File: src/rtl/orgate_pkg.sv
// ----------------------------------------------------------------------------
// orgate_pkg
// Shared definitions for the orgate_sticky_nin block:
//   CNT_W           width of the optional saturating event counter
//   capture_mode_e  capture mode (LEVEL or EDGE) selected by EDGE_MODE
//   idx_w(n)        index width for n channels, never narrower than 1 bit
// ----------------------------------------------------------------------------
package orgate_pkg;

    localparam int CNT_W = 16;

    typedef enum logic {
        LEVEL = 1'b0,
        EDGE  = 1'b1
    } capture_mode_e;

    function automatic int idx_w(input int n);
        int w;
        w = $clog2(n);
        return (w < 1) ? 1 : w;
    endfunction

endpackage

File: src/rtl/orgate_sticky_nin_if.sv
// ----------------------------------------------------------------------------
// orgate_sticky_nin_if
// Bundles the channel bus of orgate_sticky_nin.
//   in_vec, en_mask, clr_mask  driven by the master (control logic / bench)
//   pend_vec, output1,
//   first_idx, evt_cnt         driven by the slave (the aggregator)
// evt_cnt exists only when ORGATE_EVT_CNT_EN is defined.
// ----------------------------------------------------------------------------
interface orgate_sticky_nin_if
    import orgate_pkg::*;
#(
    parameter int NUM_IN = 4
) ();

    localparam int IDX_W = idx_w(NUM_IN);

    logic [NUM_IN-1:0] in_vec;
    logic [NUM_IN-1:0] en_mask;
    logic [NUM_IN-1:0] clr_mask;
    logic [NUM_IN-1:0] pend_vec;
    logic              output1;
    logic [IDX_W-1:0]  first_idx;
`ifdef ORGATE_EVT_CNT_EN
    logic [CNT_W-1:0]  evt_cnt;
`endif

    modport master (
        output in_vec,
        output en_mask,
        output clr_mask,
        input  pend_vec,
        input  output1,
`ifdef ORGATE_EVT_CNT_EN
        input  evt_cnt,
`endif
        input  first_idx
    );

    modport slave (
        input  in_vec,
        input  en_mask,
        input  clr_mask,
        output pend_vec,
        output output1,
`ifdef ORGATE_EVT_CNT_EN
        output evt_cnt,
`endif
        output first_idx
    );

endinterface

File: src/rtl/orgate_sticky_nin_prio_enc.sv
// ----------------------------------------------------------------------------
// prio_enc_lsb
// Combinational lowest-set-bit encoder.
//   vec  in   WIDTH  bits to search
//   idx  out  IW     index of the lowest set bit, 0 when vec is all zero
//   any  out  1      OR of vec
// ----------------------------------------------------------------------------
module prio_enc_lsb
    import orgate_pkg::*;
#(
    parameter  int WIDTH = 4,
    localparam int IW    = idx_w(WIDTH)
) (
    input  logic [WIDTH-1:0] vec,
    output logic [IW-1:0]    idx,
    output logic             any
);

    // Scanning from the top down lets the lowest set bit overwrite last.
    always_comb begin
        idx = '0;
        for (int i = WIDTH - 1; i >= 0; i--) begin
            if (vec[i]) begin
                idx = IW'(i);
            end
        end
        any = |vec;
    end

endmodule

File: src/rtl/orgate_sticky_nin.sv
// ----------------------------------------------------------------------------
// orgate_sticky_nin
// N-channel registered OR aggregator with per-channel enable mask, sticky
// pending latches, per-channel clear and level or rising-edge capture.
//   clk       in   system clock, rising edge
//   rst       in   synchronous active-high reset
//   bus       orgate_sticky_nin_if.slave:
//               in_vec / en_mask / clr_mask in,
//               pend_vec / output1 / first_idx (/ evt_cnt) out
// Optional feature: define ORGATE_EVT_CNT_EN to add a 16-bit saturating
// counter of cycles in which any channel produced a new hit.
// ----------------------------------------------------------------------------
module orgate_sticky_nin
    import orgate_pkg::*;
#(
    parameter int            NUM_IN    = 4,
    parameter int            STICKY    = 1,
    parameter capture_mode_e EDGE_MODE = LEVEL
) (
    input logic              clk,
    input logic              rst,
    orgate_sticky_nin_if.slave bus
);

    localparam int IDX_W = idx_w(NUM_IN);

    logic [NUM_IN-1:0] in_q;
    logic [NUM_IN-1:0] hit;
    logic [NUM_IN-1:0] pend_q;
    logic [NUM_IN-1:0] pend_d;
    logic [IDX_W-1:0]  enc_idx;
    logic              enc_any;

    // Edge mode compares against last cycle's inputs; in_q resets to zero so
    // an input already high right after reset counts as a rising edge.
    always_comb begin
        if (EDGE_MODE == EDGE) begin
            hit = bus.in_vec & ~in_q & bus.en_mask;
        end else begin
            hit = bus.in_vec & bus.en_mask;
        end
    end

    // In sticky mode a new hit overrides a clear of the same bit so no event
    // is lost; the enable mask gates capture only, never pending state.
    always_comb begin
        if (STICKY != 0) begin
            pend_d = (pend_q & ~bus.clr_mask) | hit;
        end else begin
            pend_d = hit;
        end
    end

    always_ff @(posedge clk) begin
        if (rst) begin
            in_q   <= '0;
            pend_q <= '0;
        end else begin
            in_q   <= bus.in_vec;
            pend_q <= pend_d;
        end
    end

`ifdef ORGATE_EVT_CNT_EN
    logic [CNT_W-1:0] evt_cnt_q;

    // Counts cycles with any new hit, holding at all-ones instead of wrapping.
    always_ff @(posedge clk) begin
        if (rst) begin
            evt_cnt_q <= '0;
        end else if ((|hit) && (evt_cnt_q != {CNT_W{1'b1}})) begin
            evt_cnt_q <= evt_cnt_q + 1'b1;
        end
    end

    assign bus.evt_cnt = evt_cnt_q;
`endif

    prio_enc_lsb #(
        .WIDTH (NUM_IN)
    ) u_prio_enc (
        .vec (pend_q),
        .idx (enc_idx),
        .any (enc_any)
    );

    assign bus.pend_vec  = pend_q;
    assign bus.output1   = enc_any;
    assign bus.first_idx = enc_idx;

endmodule

File: src/flat_wrapper.sv
// flat-port wrapper written by rule: the top's interface ports become plain ports
module orgate_sticky_nin_flat import orgate_pkg::*;
#(
    parameter int            NUM_IN    = 4,
    parameter int            STICKY    = 1,
    parameter capture_mode_e EDGE_MODE = LEVEL
)
  (clk, rst, bus_in_vec, bus_en_mask, bus_clr_mask, bus_pend_vec, bus_output1, bus_first_idx);
  orgate_sticky_nin_if #(.NUM_IN(NUM_IN)) bus_i ();
  input logic clk;
  input logic rst;
  input wire logic [$bits(bus_i.in_vec)-1:0] bus_in_vec;
  input wire logic [$bits(bus_i.en_mask)-1:0] bus_en_mask;
  input wire logic [$bits(bus_i.clr_mask)-1:0] bus_clr_mask;
  output wire logic [$bits(bus_i.pend_vec)-1:0] bus_pend_vec;
  output wire logic [$bits(bus_i.output1)-1:0] bus_output1;
  output wire logic [$bits(bus_i.first_idx)-1:0] bus_first_idx;
  assign bus_i.in_vec = bus_in_vec;
  assign bus_i.en_mask = bus_en_mask;
  assign bus_i.clr_mask = bus_clr_mask;
  assign bus_pend_vec = bus_i.pend_vec;
  assign bus_output1 = bus_i.output1;
  assign bus_first_idx = bus_i.first_idx;
  orgate_sticky_nin #(.NUM_IN(NUM_IN), .STICKY(STICKY), .EDGE_MODE(EDGE_MODE)) u_core (.clk(clk), .rst(rst), .bus(bus_i));
endmodule
File: config.mk
export PLATFORM = sky130hd
export DESIGN_NAME = orgate_sticky_nin_flat
export DESIGN_NICKNAME = d
export VERILOG_FILES = /design/src/rtl/orgate_pkg.sv /design/src/rtl/orgate_sticky_nin_if.sv /design/src/rtl/orgate_sticky_nin_prio_enc.sv /design/src/rtl/orgate_sticky_nin.sv /design/src/flat_wrapper.sv
export SDC_FILE = /design/constraint.sdc
export NUM_CORES = 1
export LEC_CHECK = 0
export CAP_MARGIN = 20
export CORE_AREA = 2 2 39 41
export DETAILED_ROUTE_END_ITERATION = 12
export DIE_AREA = 0 0 41 43
export HOLD_SLACK_MARGIN = 0.02
export PLACE_DENSITY = 0.56
export SKIP_LAST_GASP = 1
export SLEW_MARGIN = 40
export SYNTH_ARGS = -nofsm -noshare
export SYNTH_HDL_FRONTEND = slang
export SYNTH_SLANG_ARGS = --single-unit
File: constraint.sdc
create_clock -name clk -period 0.8 [get_ports clk]
set_input_delay 0.16 -clock clk [delete_from_list [all_inputs] [get_ports clk]]
set_output_delay 0.16 -clock clk [all_outputs]
set_load 0.005 [all_outputs]
==> results of run 1 <==
## cells in the final DEF (no fill, tap or decap)
cell type / Yosys / final
a21oi_1: 5 / 5
buf_2: 0 / 3
buf_4: 0 / 3
buf_6: 0 / 10
clkbuf_4: 0 / 3
clkdlybuf4s50_1: 0 / 13
dfxtp_2: 0 / 2
dfxtp_4: 0 / 2
inv_1: 1 / 1
nand2_1: 5 / 5
nand2b_1: 5 / 4
nand2b_4: 0 / 1
nor2_1: 2 / 1
nor2_4: 0 / 1
nor3_4: 0 / 1
## worst max-delay path, cell delays in order, from the launching register on
cell	delay, ps
dfxtp_2	320
buf_6	120
nor3_4	160
buf_2	130
## cell usage after synthesis
master    number  share of area
nand2b_1       5           0.18
a21oi_1        5           0.15
nand2_1        5           0.11
nor3_1         1          0.029
nor2_1         2          0.044
dfxtp_1        4           0.47
inv_1          1          0.022
## final cells by class
class | instances | area (um2) | area share
Timing Repair Buffer | 29 | 280.3 | 0.5283
Multi-Input combinational cell | 18 | 113.9 | 0.2146
Sequential cell | 4 | 90.09 | 0.1698
Clock buffer | 3 | 22.52 | 0.04245
Tap cell | 16 | 20.02 | 0.03774
Inverter | 1 | 3.754 | 0.007075
## logic make-up after synthesis
family	count (synthesis)	share of synthesized area
flip-flops	4	0.4672
buffers and inverters	1	0.02188
AND/OR/NAND/NOR	13	0.3650
AO/OA/AOI/OAI	5	0.1460
## stage by stage
step | utilization | worst slack [ps]
after CTS | 0.3608 | -339.1
after floorplan | - | 29.93
after global placement | 0.3047 | -425.7
after global routing | 0.3834 | -385.8
final | 0.3834 | -332.0
after detailed placement | 0.3047 | -439.0
## layer usage
layer,GRT usage,vias up,part of all wire
li1,-,138,-
met1,0.1029,102,0.36
met2,0.1125,18,0.47
met3,0.09424,3,0.14
met4,0.06000,0,0.032
met5,0,-,0
## worst paths after layout
kind | slack (ps) | depth (start not counted) | to
max | -330 | 3 | bus_first_idx[1]
min | 450 | 3 | u_core.bus.pend_vec[2]$_SDFF_PP0_
max reg2reg | -100 | 5 | u_core.bus.pend_vec[1]$_SDFF_PP0_
min reg2reg | 610 | 3 | u_core.bus.pend_vec[0]$_SDFF_PP0_
## power by group through the flow
stage	combinational (mW)	sequential (mW)	clock (mW)
2_1_floorplan	0.0315	0.226	0
3_3_place_gp	0.166	0.224	0
3_5_place_dp	0.166	0.225	0
4_1_cts	0.182	0.225	0.282
5_1_grt	0.220	0.227	0.303
6_report	0.198	0.225	0.273
## what timing repair did
| item | 4_1_cts | 5_1_grt |
|---|---|---|
| setup endpoints to repair | 7 | 8 |
| gates resized for setup | 42 | 7 |
| setup buffers | 4 | 1 |
| pin swaps | 3 | 3 |
| hold buffers | 0 | 0 |
==> metrics.md, run 1 <==
| Metric | Value |
|---|---|
| Total Power | a little under 700 uW |
| Worst-skew pair later-pin latency | approximately 250 ps |
| Crit path launch | u_core.bus.pend_vec[1]$_SDFF_PP0_ |
| Ys Warns | 0 |
| Share of the yosys chip area belonging to registers | 0.4672 |
| N_diodes | 0 |
| Sequential share of power | 0.323 |
| Area grow syn2layout | 209.5% |
| Final hold viol count | 0 |
| Setup crit start kind | flop |
| I/O Buffers | 20 |
| Max H-tree Level | 1 |
| P_sw | approximately 170 uW |
| Max FFs per register | 4 |
| Total gr overflow | 0 |
| Worst path arrival time | a little under 1000 ps |
| Fmax | around 880 MHz |
| Seq cells post-synth | 4 |
| Hold Path Class | primary input to flop |
| Dpl cell area | roughly 420 um2 |
| Setup violators final | 8 |
| Status | finished with violations |
| DR pass1 iterations | 1 |
| Clock share of power | 0.392 |
| RSZ-0062 raised after global routing | true |
| Worst flop-to-flop path startpoint | u_core.bus.pend_vec[1]$_SDFF_PP0_ |
| Core box area | approximately 1400 um2 |
| Placer Congestion | approximately 0.57 |
| DRC Markers | 0 |
| FILL cells | between 150 and 200 |
| TritonCTS sink count | 4 |
| CP Class | flop to output port |
| Maximum VDD drop | between 0.5 and 0.6 mV |
| Max Root-Sink Buffers | 2 |
| Largest net degree at the start of global routing | 5 |
| Post-Syn Area | ~170 um2 |
| CTS clk-pin slew, worst paths | around 40 ps |
| Site Rows | 14 |
| Critical Path Sink Type | output port |
| GRT Total Usage | 0.09538 |
| Post-DP HPWL | roughly 390 um |
| Min Tclk post-route | approximately 1100 ps |
| CTS Buf Count | 3 |
| Sum Neg Setup Slack | -1808 ps |
| DP Cell Count | 63 |
| Slew @ Worst Pin | between 150 and 200 ps |
| Non-filler cells, final | 71 |
| Max_cap viols | 0 |
| Post-DR wirelength/cell | slightly above 8 um |
| Vias in the first global route | about 250 |
| Fin area | between 500 and 600 um2 |
| Initial DRC Count | 0 |
| I/O Pins | 21 |
| Slew Limit Fails | 0 |
| Worst path required time | 640 ps |
| Peak fanout along the critical path | 3 |
| Internal power | approximately 520 uW |
| Leakage | roughly 0.23 nW |
| Slew margin rel. | 0.8854 |
| DRT antenna net count | 0 |
| Yosys cell types | 7 |
| Die span in y | approximately 43 um |
| Synthesized netlist cell count | 23 |
| Die X-Extent | between 40 and 50 um |
| Layout cells sized above 1 | 0.4727 |
| Fin crit share | 1.415 |
| Min-Delay Startpoint | bus_en_mask[2] |
| CTS tree | done |
| Root buf cell | clkbuf_4 |
| Syn_nets | 37 |
| Avg Vias per Cell | around 3.7 |
| Setup ws final | -332.0 ps |
| Sw frac | 0.2458 |
| Starting Density | 0.1239 |
| Worst hold slack | between 400 and 500 ps |
| Antenna violations before repair | 0 |
| Nets | 71 |
| Avg Inst Size Synth | 7.453 um2 |
| Via count | between 200 and 300 |
| PwrDens | 1312 nW/um2 |
| First-pass GRT wire length | roughly 1000 um |
| Die footprint | roughly 1800 um2 |
| Comb power frac | 0.285 |
| Failing checks | setup timing |
| Final wirelength | around 590 um |
| Clock skew | 0 ps |
(Power assumes the default switching activity.)
==> inputs of run 2 (changes only) <==
Settings changed: PLACE_DENSITY 0.56 to 0.55.
Clock period 0.8 ns to 1.3 ns, I/O delays scaled along.
==> run 2 against run 1 <==
  * Non-clock buffer count shrank 4
  * Clock power shrank 42%
  * Largest cell class unchanged
  * Utilization shrank 6.2 points
  * Design area shrank 16%
  * Combinational power shrank 53%
  * Global-route usage shrank 1.2 points
  * Die area is the same
  * Sequential cell count is the same
  * The run now ends clean
==> metrics.md, run 2 (synthesized netlist as in run 1, its figures left out) <==
| Metric | Value |
|---|---|
| CTS clk-pin slew, worst paths | ~40 ps |
| Largest net degree at the start of global routing | 5 |
| Post-DR wirelength/cell | 7.582 um |
| Slew margin rel. | 0.8819 |
| Min Tclk post-route | ~1300 ps |
| Max_cap viols | 0 |
| Footprint of the multi-input gates | 90.09 um2 |
| Setup ws final | 27.84 ps |
| Non-filler cells, final | 67 |
| I/O Pins | 21 |
| RSZ-0062 raised after global routing | true |
| Sw frac | 0.2178 |
| Crit path launch | u_core.bus.pend_vec[1]$_SDFF_PP0_ |
| Critical Path Max Stage Delay | 310 ps |
| DRT antenna net count | 0 |
| Fmax | 786.1 MHz |
| Slew @ Worst Pin | 176.6 ps |
| DRC Markers | 0 |
| Vias in the first global route | 247 |
| Clock skew | 0 ps |
| Max Root-Sink Buffers | 2 |
| Setup crit start kind | flop |
| Die span in y | roughly 43 um |
| Status | complete, no violations |
| Min-Delay Startpoint | u_core.bus.pend_vec[0]$_SDFF_PP0_ |
| I/O Buffers | 20 |
| N_diodes | 0 |
| Clock share of power | 0.404 |
| Total Power | 387.3 uW |
| TritonCTS sink count | 4 |
| Final wirelength | ~510 um |
| P_sw | ~84 uW |
| Max FFs per register | 4 |
| Fin area | 444.2 um2 |
| Area grow syn2layout | 159.1% |
| Placer Congestion | between 0.5 and 0.6 |
| Setup violators final | 0 |
| Commonest cells after routing, fill and taps aside | clkdlybuf4s50_1 (13), nand2b_1 (5), a21oi_1 (5), nand2_1 (5), buf_4 (5) |
| Most common cell after layout, fill and taps aside | clkdlybuf4s50_1 |
| Peak fanout along the critical path | 3 |
| Layout cells sized above 1 | 0.2941 |
| Maximum VDD drop | 0.4366 mV |
| Die X-Extent | 41 um |
| Slew Limit Fails | 0 |
| Dpl cell area | just over 400 um2 |
| Post-placement setup slack | -30.80 ps |
| Slowest CP cell | dfxtp_2 |
| CTS tree | done |
| Worst path arrival time | between 1000 and 1500 ps |
| PwrDens | roughly 870 nW/um2 |
| Hold Path Class | flop to flop |
| Antenna violations before repair | 0 |
| DP Cell Count | 62 |
| Root buf cell | clkbuf_4 |
| Internal power | a little over 300 uW |
| Via count | about 250 |
| Die footprint | 1763 um2 |
| Sequential cell area | 85.08 um2 |
| GRT Total Usage | 0.08325 |
| R2R Setup Slk | 610 ps |
| Starting Density | 0.1239 |
| CTS Buf Count | 3 |
| Final hold viol count | 0 |
| Nets | 67 |
| Fin crit share | 0.9786 |
| First-pass GRT wire length | between 800 and 900 um |
| CP Cell Sequence | buf_4, nor2_1, nand2_1, clkdlybuf4s15_1 |
| Leakage | just over 0.2 nW |
| FILL cells | 150 |
| CP Class | flop to output port |
| DR pass1 iterations | 2 |
| Initial DRC Count | 3 |
| Sequential share of power | 0.354 |
| Worst flop-to-flop path startpoint | u_core.bus.pend_vec[3]$_SDFF_PP0_ |
| Core box area | around 1400 um2 |
| Avg Vias per Cell | 3.687 |
| Total gr overflow | 0 |
| Critical Path Sink Type | output port |
| Buf+Inv Stages, Crit Path | 2 |
| Top delay family on crit path | buffers and inverters |
| Comb power frac | 0.242 |
| Worst path required time | about 1000 ps |
| Worst-skew pair later-pin latency | 230 ps |
| Site Rows | 14 |
| Max H-tree Level | 1 |
| Worst hold slack | around 480 ps |
-- run 2: cell types whose count changed in the layout (fill, tap and decap cells not counted), sizes merged --
cell | previous run | this run
buf | 16 | 5
dlygate4sd2 | 0 | 4
clkbuf | 3 | 5
clkdlybuf4s15 | 0 | 1
-- run 2: area by class of cell --
class                      instances  area share
sequential                         4      0.1915
tap                               16     0.04507
timing repair buffer              25      0.5014
clock buffer                       3     0.05070
inverter                           1    0.008451
multi-input combinational         18      0.2028
-- run 2: repair_timing --
item / 4_1_cts / 5_1_grt
resized for setup: 12 / 5
setup buffers: 2 / 0
endpoints found under the setup margin: 7 / 3
hold buffers: 0 / 0
pin swaps: 1 / 0
-- run 2: routing by layer --
layer,wire length (um),global-route usage,up-vias,share of wire
met2,235,0.1094,16,0.46
met1,206,0.07692,101,0.41
met5,0,0,-,0
met3,65,0.07853,0,0.13
met4,0,0.06000,0,0
li1,-,-,130,-
-- run 2: worst paths after layout --
path / depth (start not counted) / endpoint
max: 4 / bus_output1
min: 2 / u_core.bus.pend_vec[0]$_SDFF_PP0_
max reg2reg: 3 / u_core.bus.pend_vec[3]$_SDFF_PP0_
min reg2reg: 2 / u_core.bus.pend_vec[0]$_SDFF_PP0_
-- run 2: power groups by stage --
| stage | clock network (mW) | logic [mW] | registers (mW) |
|---|---|---|---|
| finish | 0.157 | 0.0936 | 0.137 |
| global route | 0.174 | 0.105 | 0.138 |
| CTS | 0.167 | 0.0953 | 0.137 |
| detailed placement | 0 | 0.100 | 0.138 |
| global placement | 0 | 0.100 | 0.138 |
| floorplan | 0 | 0.0194 | 0.139 |
-- run 2: worst reg2reg max path, cell delays in order (launching register included) --
cell	delay, ps
dfxtp_2	340
buf_4	110
nand2b_1	40
a21oi_1	120
-- run 2: per-stage QoR --
stage / TNS, ps / util
after global placement: -26.58 / 0.2993
after CTS: -132.8 / 0.3255
after global routing: -57.97 / 0.3210
after floorplan: 0 / -
final: 0 / 0.3210
after detailed placement: -43.61 / 0.2993
